`src/rtl/request_arbiter_if.sv`:
```
// request_arbiter_if
// Bundles the requester-side and downstream-side handshakes of the request
// arbiter.
//   req_valid_in  [SIGNALS]               requester i has a request
//   req_data_in   [SIGNALS][DATA_WIDTH]   requester payloads
//   req_ready_out [SIGNALS]               one-hot-or-zero grant, same cycle
//   out_valid_out                         output slot holds a request
//   out_ready_in                          downstream accepts the slot
//   out_data_out  [DATA_WIDTH]            registered winning payload
//   out_id_out    [$clog2(SIGNALS)]       owner index of out_data_out
//   out_boosted_out                       slot was won through starvation boost
// Modports: slave is the arbiter itself; master is the surrounding system,
// which drives the requests and the downstream ready.
interface request_arbiter_if #(
  parameter int DATA_WIDTH = 64,
  parameter int SIGNALS    = 2
);
  logic [SIGNALS-1:0]                 req_valid_in;
  logic [SIGNALS-1:0][DATA_WIDTH-1:0] req_data_in;
  logic [SIGNALS-1:0]                 req_ready_out;
  logic                               out_valid_out;
  logic                               out_ready_in;
  logic [DATA_WIDTH-1:0]              out_data_out;
  logic [$clog2(SIGNALS)-1:0]         out_id_out;
  logic                               out_boosted_out;

  modport slave (
    input  req_valid_in, req_data_in, out_ready_in,
    output req_ready_out, out_valid_out, out_data_out, out_id_out, out_boosted_out
  );

  modport master (
    output req_valid_in, req_data_in, out_ready_in,
    input  req_ready_out, out_valid_out, out_data_out, out_id_out, out_boosted_out
  );
endinterface

```
`src/rtl/request_arbiter.sv`:
```
// request_arbiter
// Shares one downstream port between SIGNALS requesters. Index 0 has the
// highest fixed priority. A per-requester saturating wait counter lifts a
// requester that has waited STARVE_LIMIT cycles above the fixed order.
// STARVE_LIMIT = 0 gives pure fixed priority. The winner lands in one
// registered output slot, which is refilled whenever it is empty or is
// being consumed.
//   clk_in    rising-edge clock
//   rst_N_in  synchronous active-low reset
//   bus       request_arbiter_if.slave (requester and downstream handshakes)
module request_arbiter #(
  parameter int DATA_WIDTH   = 64,
  parameter int SIGNALS      = 2,
  parameter int STARVE_LIMIT = 8
) (
  input logic              clk_in,
  input logic              rst_N_in,
  request_arbiter_if.slave bus
);

  localparam int ID_W  = $clog2(SIGNALS);
  localparam int CNT_W = (STARVE_LIMIT > 32'sd0) ? $clog2(STARVE_LIMIT + 1) : 1;
  localparam logic [CNT_W-1:0] LIMIT    = CNT_W'(STARVE_LIMIT);
  localparam logic             BOOST_EN = (STARVE_LIMIT > 32'sd0);

  logic [CNT_W-1:0]      cnt_r [SIGNALS];
  logic                  out_valid_r;
  logic [DATA_WIDTH-1:0] out_data_r;
  logic [ID_W-1:0]       out_id_r;
  logic                  out_boosted_r;

  logic                  load_s;
  logic [SIGNALS-1:0]    starved_s;
  logic                  win_found_s;
  logic [ID_W-1:0]       win_id_s;
  logic                  boosted_s;
  logic [SIGNALS-1:0]    grant_s;

  // Lowest set bit index of a request vector (0 when empty).
  function automatic logic [ID_W-1:0] lowest_idx(input logic [SIGNALS-1:0] v);
    logic [ID_W-1:0] idx;
    idx = '0;
    for (int i = SIGNALS - 1; i >= 0; i--) begin
      if (v[i]) begin
        idx = ID_W'(i);
      end else begin
        idx = idx;
      end
    end
    return idx;
  endfunction

  // Starved set, winner selection and the same-cycle grant.
  always_comb begin
    load_s      = !out_valid_r || bus.out_ready_in;
    starved_s   = '0;
    win_found_s = 1'b0;
    win_id_s    = '0;
    boosted_s   = 1'b0;
    grant_s     = '0;
    for (int i = 0; i < SIGNALS; i++) begin
      starved_s[i] = BOOST_EN && bus.req_valid_in[i] && (cnt_r[i] == LIMIT);
    end
    if (|starved_s) begin
      win_found_s = 1'b1;
      win_id_s    = lowest_idx(starved_s);
      boosted_s   = 1'b1;
    end else if (|bus.req_valid_in) begin
      win_found_s = 1'b1;
      win_id_s    = lowest_idx(bus.req_valid_in);
      boosted_s   = 1'b0;
    end else begin
      win_found_s = 1'b0;
      win_id_s    = '0;
      boosted_s   = 1'b0;
    end
    // No grant while in reset: the requester would otherwise believe it was
    // accepted while the slot is being cleared.
    if (rst_N_in && load_s && win_found_s) begin
      grant_s[win_id_s] = 1'b1;
    end else begin
      grant_s = '0;
    end
  end

  // Output slot: refill on load, hold while stalled.
  always_ff @(posedge clk_in) begin
    if (!rst_N_in) begin
      out_valid_r   <= 1'b0;
      out_data_r    <= '0;
      out_id_r      <= '0;
      out_boosted_r <= 1'b0;
    end else if (load_s && win_found_s) begin
      out_valid_r   <= 1'b1;
      out_data_r    <= bus.req_data_in[win_id_s];
      out_id_r      <= win_id_s;
      out_boosted_r <= boosted_s;
    end else if (load_s) begin
      out_valid_r   <= 1'b0;
    end else begin
      out_valid_r   <= out_valid_r;
    end
  end

  // Wait counters: clear when idle or granted, otherwise count up to the
  // limit. They keep counting through downstream stalls.
  always_ff @(posedge clk_in) begin
    for (int i = 0; i < SIGNALS; i++) begin
      if (!rst_N_in) begin
        cnt_r[i] <= '0;
      end else if (!bus.req_valid_in[i] || grant_s[i]) begin
        cnt_r[i] <= '0;
      end else if (cnt_r[i] != LIMIT) begin
        cnt_r[i] <= cnt_r[i] + {{(CNT_W-1){1'b0}}, 1'b1};
      end else begin
        cnt_r[i] <= cnt_r[i];
      end
    end
  end

  assign bus.req_ready_out   = grant_s;
  assign bus.out_valid_out   = out_valid_r;
  assign bus.out_data_out    = out_data_r;
  assign bus.out_id_out      = out_id_r;
  assign bus.out_boosted_out = out_boosted_r;

endmodule

```
`src/flat_wrapper.sv`:
```
// flat-port wrapper written by rule: the top's interface ports become plain ports
module request_arbiter_flat 
#(
  parameter int DATA_WIDTH   = 64,
  parameter int SIGNALS      = 2,
  parameter int STARVE_LIMIT = 8
)
  (clk_in, rst_N_in, bus_req_valid_in, bus_req_data_in, bus_out_ready_in, bus_req_ready_out, bus_out_valid_out, bus_out_data_out, bus_out_id_out, bus_out_boosted_out);
  request_arbiter_if #(.DATA_WIDTH(DATA_WIDTH), .SIGNALS(SIGNALS)) bus_i ();
  input logic clk_in;
  input logic rst_N_in;
  input wire logic [$bits(bus_i.req_valid_in)-1:0] bus_req_valid_in;
  input wire logic [$bits(bus_i.req_data_in)-1:0] bus_req_data_in;
  input wire logic [$bits(bus_i.out_ready_in)-1:0] bus_out_ready_in;
  output wire logic [$bits(bus_i.req_ready_out)-1:0] bus_req_ready_out;
  output wire logic [$bits(bus_i.out_valid_out)-1:0] bus_out_valid_out;
  output wire logic [$bits(bus_i.out_data_out)-1:0] bus_out_data_out;
  output wire logic [$bits(bus_i.out_id_out)-1:0] bus_out_id_out;
  output wire logic [$bits(bus_i.out_boosted_out)-1:0] bus_out_boosted_out;
  assign bus_i.req_valid_in = bus_req_valid_in;
  assign bus_i.req_data_in = bus_req_data_in;
  assign bus_i.out_ready_in = bus_out_ready_in;
  assign bus_req_ready_out = bus_i.req_ready_out;
  assign bus_out_valid_out = bus_i.out_valid_out;
  assign bus_out_data_out = bus_i.out_data_out;
  assign bus_out_id_out = bus_i.out_id_out;
  assign bus_out_boosted_out = bus_i.out_boosted_out;
  request_arbiter #(.DATA_WIDTH(DATA_WIDTH), .SIGNALS(SIGNALS), .STARVE_LIMIT(STARVE_LIMIT)) u_core (.clk_in(clk_in), .rst_N_in(rst_N_in), .bus(bus_i));
endmodule
```
`config.mk`:
```
export PLATFORM = sky130hd
export DESIGN_NAME = request_arbiter_flat
export DESIGN_NICKNAME = d
export VERILOG_FILES = /design/src/rtl/request_arbiter_if.sv /design/src/rtl/request_arbiter.sv /design/src/flat_wrapper.sv
export SDC_FILE = /design/constraint.sdc
export NUM_CORES = 1
export LEC_CHECK = 0
export ABC_AREA = 0
export CAP_MARGIN = 20
export CELL_PAD_IN_SITES_DETAIL_PLACEMENT = 1
export CELL_PAD_IN_SITES_GLOBAL_PLACEMENT = 1
export CORE_UTILIZATION = 40
export DETAILED_ROUTE_END_ITERATION = 7
export DONT_BUFFER_PORTS = 1
export GPL_TIMING_DRIVEN = 0
export PLACE_DENSITY = 0.81
export SLEW_MARGIN = 20
export SYNTH_ARGS = -nofsm -noshare
export SYNTH_HDL_FRONTEND = slang
export SYNTH_SLANG_ARGS = --single-unit
```
`constraint.sdc`:
```
create_clock -name clk_in -period 4.9 [get_ports clk_in]
set_input_delay 0.49 -clock clk_in [delete_from_list [all_inputs] [get_ports clk_in]]
set_output_delay 0.49 -clock clk_in [all_outputs]
set_load 0.03 [all_outputs]
```
Word-level counts from Yosys, hierarchy flattened
Memory sizes are Yosys's and may differ from the RTL's. Index checks and enable logic that the tools add are counted.

Add/sub/neg operators: 2. Magnitude comparators: 2. Eq/ne operators: 4. Mux-type cells: 45. Bitwise logic cells: 6. Reduce and logical (&&, ||, !) cells: 15.

Operators by type and width (count): two-way mux 64 bit (2); two-way mux 1 bit (35); two-way mux 4 bit (6); adder 4 x 1 -> 4 bit, second input constant (2); == test 4 bit, second input constant (2); inequality test 4 bit, second input constant (2); logical AND 1 bit (6); bitwise OR 1 bit (6); OR reduction 2 bit (2); zero test 1 bit (3); logical OR 1 bit (3); < comparator 1 x 2 -> 1 bit, second input constant (1); two-way mux 2 bit (1); nonzero test 2 bit (1); demux 1 bit (select 1 bit) (1); greater-or-equal comparator 1 bit, second input constant (1).

Register bits after elaboration: 67. Bits in writable memories: 8. Input port bits: 133. Output and inout port bits: 69. Word-level logic and storage cells: 79. Memories kept: 1.

Memory list: u_core.cnt_r (words 2, width 4, read ports 2, clocked after memory_dff 0, wr ports 2, line request_arbiter.sv:26) `logic [CNT_W-1:0] cnt_r [SIGNALS];`.

Depth between registers and ports, before layout
Gate-level depths: netlist (run 1).

Depth after elaboration: 17. Gate-level depth with buffers: 8. Depth with buffers taken out: 6.

Worst setup path before layout (run 1)
OpenSTA, ideal clock, no wires.

Path kind: reg-to-output. Start point: memory u_core.cnt_r[1][0] in the netlist's numbering. End point: output bus_req_ready_out[0]. Arrival: 1773 ps. Required time: 4410 ps. Slack: 2637 ps. Cell stages (with the launch flop): 8. Path buffers: 2. Cell sequence: edfxtp_1 > inv_1 > ha_1 > and3b_4 > o211ai_2 > buf_6 > buf_8 > nor2b_1.

RTL lines: start, declared (line request_arbiter.sv:26); end, declared (line flat_wrapper.sv:15) `output wire logic [$bits(bus_i.req_ready_out)-1:0] bus_req_ready_out;`.

==> reports/results.ini, run 1 <==
[timing]
tns_ns=0
drv_slew=0
worst_pin_slew_ns=0.628
max_slew_margin_pct=58.0
skew_ns=0.0139
timing.final.crit_share_pct=57.4
fin_ws_ns=2.09
final.min_clock_period_ns=2.81
fmax_mhz=356
grt_setup_unrepaired=false
hold_viol=0
setup_viol=0

[die]
rows=32
fp.coreArea_mm2=0.00781
start_util_pct=41.7
dieArea_mm2=0.00851
die_w_um=92.2
die_y_um=92.2
top_level_ports=202

[global_routing]
grt_pass1_wl_um=12600
grt_usage_pct=19.4
grt_max_degree=13
antenna_found_initial=0
grt.overflow.total=0
grt_pass1_vias=2574

[worst_setup_path]
rr_startpoint=u_core.bus.out_valid_out$_SDFFE_PN0P_
reg2reg_to=u_core.cnt_r[0][2]$_SDFFCE_PN0P_
path_class=flip-flop to output pin
crit_arrival_ns=2.32
required_ns=4.41
slowest_stage=nor2b_1
path_max_fanout=10
cp_num_buf_inv=3
cp-start-kind=flip-flop
r2r_cells=4
ff2ff_setup_slack_ns=2.79
slowest_delay_ns=0.53
crit_family=simple AND/OR/NAND/NOR gates
end_kind=output pin
worstPathCellList=inv_1, ha_1, and3b_4, o211ai_2, buf_6, buf_8, nor2b_1

[final_layout]
area_growth_pct=11.9
diodes=0
fillers=877
final_cells=457
seq_area_mm2=0.00158
multi_input_area_mm2=0.00149
finalInstanceArea_mm2=0.00364
drive_above_1_share_pct=9.86
fin_nets=487

[placement]
dpl.hpwl_um=6450
port_buffers=0
pre_cts_slack_ns=2.42
place_congestion=0.772
placed_area_mm2=0.00338
numPlacedInstances=441

[synthesis]
syn_avg_cell_area_um2=9.61
syn_area_mm2=0.00326
yosysSeqAreaShare_pct=48.6
yosysWarnings=0
yosys.area_share.simple_pct=11.3
muxShareOfSynthArea_pct=19.7
synthXorXnorAreaFrac_pct=1.08
synth_edf_count=8
synth_top_family_by_area=multiplexers
synth_common_cells=67 x dfxtp_1, 67 x nand2_1, 64 x mux2i_1
synth_nets=476
yosys.area.top_type=dfxtp_1
ys_ff_latch=75
synthFlopType=dfxtp_1
netlist.area_leader.share_pct=41.2
synthAdderAreaFrac_pct=1.54
async_reset_ff_share_pct=0
synthDistinctLibCells=33
synth_area_leaders=dfxtp_1 41%, mux2i_1 20%, o21ai_1 8.0%
synthCells=339
synth_compound_area_share_pct=12.1

[clocking]
root_buffer=clkbuf_8
cts_buffers=9
clk_pin_slew_ns=0.08
clk_path_buf_depth=2
postCtsSetupBuffers=0
cts_hold_buf=0
cts_sinks=75
cts_resized=0
clock_latency_ns=0.33
htreeDepth=3
cts_tree=built

[detailed_routing]
post_drt_wl_per_cell_um=18.1
vias_per_cell=5.37
firstDrtPassIters=4
drtAntennaViolNets=0
finalWirelength_um=8290
met2_length_um=4240
dr_wl_met3_um=804
drtIter0Drc=37
top_layer=met4
drc=0
route.layer.met1.wl_um=3170
via_count=2453

[power_and_ir_drop]
vdd_drop_max_mv=0.170
p_per_area_mw_per_mm2=418
leakagePower_uw=0.00165

[run]
max_cap_viol_count=0

[hold_path]
min_to=u_core.bus.out_data_out[3]$_SDFFE_PN0P_
min_path_cells=2
hold_path.class=input pin to flip-flop
min-delay-start=bus_req_data_in[67]

[run_status]
outcome=finished clean

[where the power goes]
part           internal, uW  leakage, uW  switching, uW
sequential              666     0.000652            123
combinational          55.5     0.000866           72.0
clock                   380     0.000133            226
total                  1100      0.00165            421
[cell usage in the layout (no fill, tap or decap), drive strengths merged]
cell type	netlist	routed
a21o	1	1
nor2	11	11
nand3	3	3
bufinv	0	3
inv	8	8
a2111o	1	1
xnor2	2	2
o2111ai	1	1
xor2	2	2
or2	1	1
nor2b	1	1
o211ai	1	1
ha	4	4
nand4	1	1
and3b	1	1
dfxtp	67	67
a21oi	3	3
o21ai	67	67
nand4b	1	1
clkinv	0	1
buf	14	14
mux2i	64	64
nor3	2	2
edfxtp	8	8
clkbuf	7	19
nand2b	1	1
nand2	67	67
[layer usage]
metal / vias up / track usage [%]
met4: 0 / 6.51
met1: 1123 / 20.8
met2: 139 / 35.0
met5: - / 0
li1: 1184 / -
met3: 7 / 7.05
[logic make-up (layout without fill, tap and decap cells)]
kind of cell / count (synthesis) / after routing
AND/OR/NAND/NOR: 89 / 89
flip-flops: 75 / 75
buffers and inverters: 29 / 45
XOR/XNOR: 4 / 4
multiplexers: 64 / 64
adder cells (fa/ha/maj): 4 / 4
AO/OA/AOI/OAI: 74 / 74
[state kept, by name (all words and copies together) (netlist names)]
name,cells
u_core.cnt_r,8
u_core.bus.out_data_out,64
u_core.bus.out_valid_out,1
u_core.bus.out_boosted_out,1
u_core.bus.out_id_out,1
[worst register-to-register path, cell delays in order, from the launching register on]
cell and delay (ns):
dfxtp_1 0.51, nand2b_1 0.19, nand3_1 0.33, clkbuf_1 0.41, nand4_1 0.33
[how the worst max path moves through the flow]
stage | from | to | slack [ns] | cells after the start
after floorplan | u_core.cnt_r[1][0]$_SDFFCE_PN0P_ | bus_req_ready_out[0] | 2.64 | 7
after global placement | u_core.cnt_r[1][0]$_SDFFCE_PN0P_ | bus_req_ready_out[0] | 2.44 | 7
final | u_core.cnt_r[1][0]$_SDFFCE_PN0P_ | bus_req_ready_out[0] | 2.09 | 7
after global routing | u_core.cnt_r[1][0]$_SDFFCE_PN0P_ | bus_req_ready_out[0] | 1.97 | 7
after CTS | u_core.cnt_r[1][0]$_SDFFCE_PN0P_ | bus_req_ready_out[0] | 2.04 | 7
after detailed placement | u_core.cnt_r[1][0]$_SDFFCE_PN0P_ | bus_req_ready_out[0] | 2.42 | 7
[through the flow]
stage          util (%)  hold WS [ns]  power [uW]
6_report           46.7         0.328        1520
5_1_grt            46.7         0.323        1590
4_1_cts            46.7         0.312        1540
3_5_place_dp       43.3         0.594         936
3_3_place_gp       43.3         0.582         927
2_1_floorplan         -         0.570         896
[area by class of cell]
cell class / count / share of cell area (%)
Inverter: 8 / 0.824
Buffer: 21 / 4.29
Multi-Input combinational cell: 235 / 40.9
Sequential cell: 75 / 43.4
Clock buffer: 12 / 4.53
Tap cell: 102 / 3.50
Clock inverter: 4 / 2.61
Note: power is estimated with default switching activity, not from simulation.
==> inputs of run 2 (changes only) <==
Settings changed: PLACE_DENSITY 0.81 to 0.84.
Clock period 4.9 ns to 2.25 ns, I/O delays scaled along.
==> run 2 against run 1 <==
Against the previous run: wire length rose by 6.4%; sequential power rose by 120%; cell area rose by 2.0%; critical endpoint unchanged; via count rose by 2.4%; combinational power rose by 140%; critical path type unchanged; worst hold slack got worse by 0.27 ns; global-route usage rose by 1.4 points; sequential share of layout area fell by 0.85 points; final cell count rose by 2.4%; register-to-register slack got worse by 2.6 ns.
==> reports/results.ini, run 2 (synthesis gave the netlist of run 1 again) <==
[run_status]
outcome=finished clean

[global_routing]
grt_pass1_wl_um=13300
grt_usage_pct=20.7
antenna_found_initial=0
grt.overflow.total=0
grt_pass1_vias=2574
grt_max_degree=13

[detailed_routing]
vias_per_cell=5.37
firstDrtPassIters=4
drc=0
drtAntennaViolNets=0
post_drt_wl_per_cell_um=18.8
top_layer=met4
finalWirelength_um=8820
route.layer.met1.wl_um=3300
met2_length_um=4690
drtIter0Drc=63
via_count=2513
dr_wl_met3_um=749

[worst_setup_path]
cp-start-kind=flip-flop
path_class=flip-flop to output pin
path_max_fanout=8
crit_arrival_ns=1.94
end_kind=output pin
required_ns=2.03

[clocking]
cts_sinks=75
clk_pin_slew_ns=0.08
clock_latency_ns=0.34
cts_tree=built
root_buffer=clkbuf_8
cts_buffers=9
htreeDepth=3
clk_path_buf_depth=2
cts_hold_buf=0

[timing]
grt_setup_unrepaired=false
drv_slew=0
timing.final.crit_share_pct=96.2
setup_viol=0
hold_viol=0
skew_ns=0.00807
max_slew_margin_pct=62.6
fin_ws_ns=0.0855
final.min_clock_period_ns=2.16
worst_pin_slew_ns=0.557
fmax_mhz=462
tns_ns=0

[power_and_ir_drop]
p_per_area_mw_per_mm2=830
vdd_drop_max_mv=0.366
leakagePower_uw=0.00169

[run]
max_cap_viol_count=0

[die]
fp.coreArea_mm2=0.00781
rows=32
start_util_pct=41.7
die_y_um=92.2
top_level_ports=202
dieArea_mm2=0.00851
die_w_um=92.2

[placement]
port_buffers=0
placed_area_mm2=0.00338
dpl.hpwl_um=6780
place_congestion=0.750
pre_cts_slack_ns=-0.0173

[final_layout]
largest_reg_flops=64
fillers=918
drive_above_1_share_pct=12.8
fin_nets=499
diodes=0
finalInstanceArea_mm2=0.00372
most-common-layout-cells=67 x nand2_1, 67 x dfxtp_1, 64 x mux2i_1, 52 x o21ai_1, 15 x o21ai_0
area_growth_pct=14.1

[hold_path]
hold_path.class=input pin to flip-flop

-- run 2: report_power, final --
| part | internal (uW) | leakage, uW | switching (uW) |
|---|---|---|---|
| Combinational | 138 | 0.000937 | 168 |
| Sequential | 1450 | 0.000652 | 269 |
| Clock | 573 | 0.000104 | 487 |
| Total | 2160 | 0.00169 | 924 |
-- run 2: worst max-delay path, cell delays in order, from the launching register on --
cell	delay (ns)
edfxtp_1	0.38
inv_1	0.06
ha_1	0.20
and3b_4	0.22
o211ai_4	0.23
buf_12	0.16
buf_12	0.09
nor2b_4	0.25
-- run 2: repair_timing --
action,4_1_cts,5_1_grt
setup endpoints to repair,2,2
resized for setup,8,0
setup buffers,0,12
pin swaps,0,2
-- run 2: worst paths after layout --
check | cells past startpoint | start | end | slack [ns]
hold / removal | 2 | bus_req_data_in[100] | u_core.bus.out_data_out[36]$_SDFFE_PN0P_ | 0.06
setup / recovery | 7 | u_core.cnt_r[1][0]$_SDFFCE_PN0P_ | bus_req_ready_out[0] | 0.09
setup reg to reg | 10 | u_core.cnt_r[1][0]$_SDFFCE_PN0P_ | u_core.bus.out_data_out[27]$_SDFFE_PN0P_ | 0.16
hold reg to reg | 2 | u_core.bus.out_data_out[26]$_SDFFE_PN0P_ | u_core.bus.out_data_out[26]$_SDFFE_PN0P_ | 0.60
-- run 2: routing by layer --
metal	vias up	GRT usage [%]
li1	1216	-
met1	1157	22.0
met2	133	38.8
met3	7	7.30
met4	0	5.08
met5	-	0
-- run 2: final cells by class --
cell class | instances | area, um2 | area share (%)
Inverter | 8 | 30.0 | 0.808
Sequential cell | 75 | 1580 | 42.5
Clock inverter | 4 | 48.8 | 1.31
Tap cell | 102 | 128 | 3.43
Multi-Input combinational cell | 235 | 1520 | 40.8
Clock buffer | 11 | 153 | 4.11
Timing Repair Buffer | 12 | 90.1 | 2.42
Buffer | 21 | 170 | 4.58
-- run 2: per-stage QoR --
step | power [uW] | util [%] | hold WS [ns] | cells
2_1_floorplan | 1950 | - | 0.392 | 339
3_3_place_gp | 2020 | 43.3 | 0.400 | 441
3_5_place_dp | 2040 | 43.3 | 0.411 | 441
4_1_cts | 3100 | 46.5 | 0.0460 | 456
5_1_grt | 3230 | 47.6 | 0.0445 | 468
6_report | 3090 | 47.6 | 0.0589 | 468
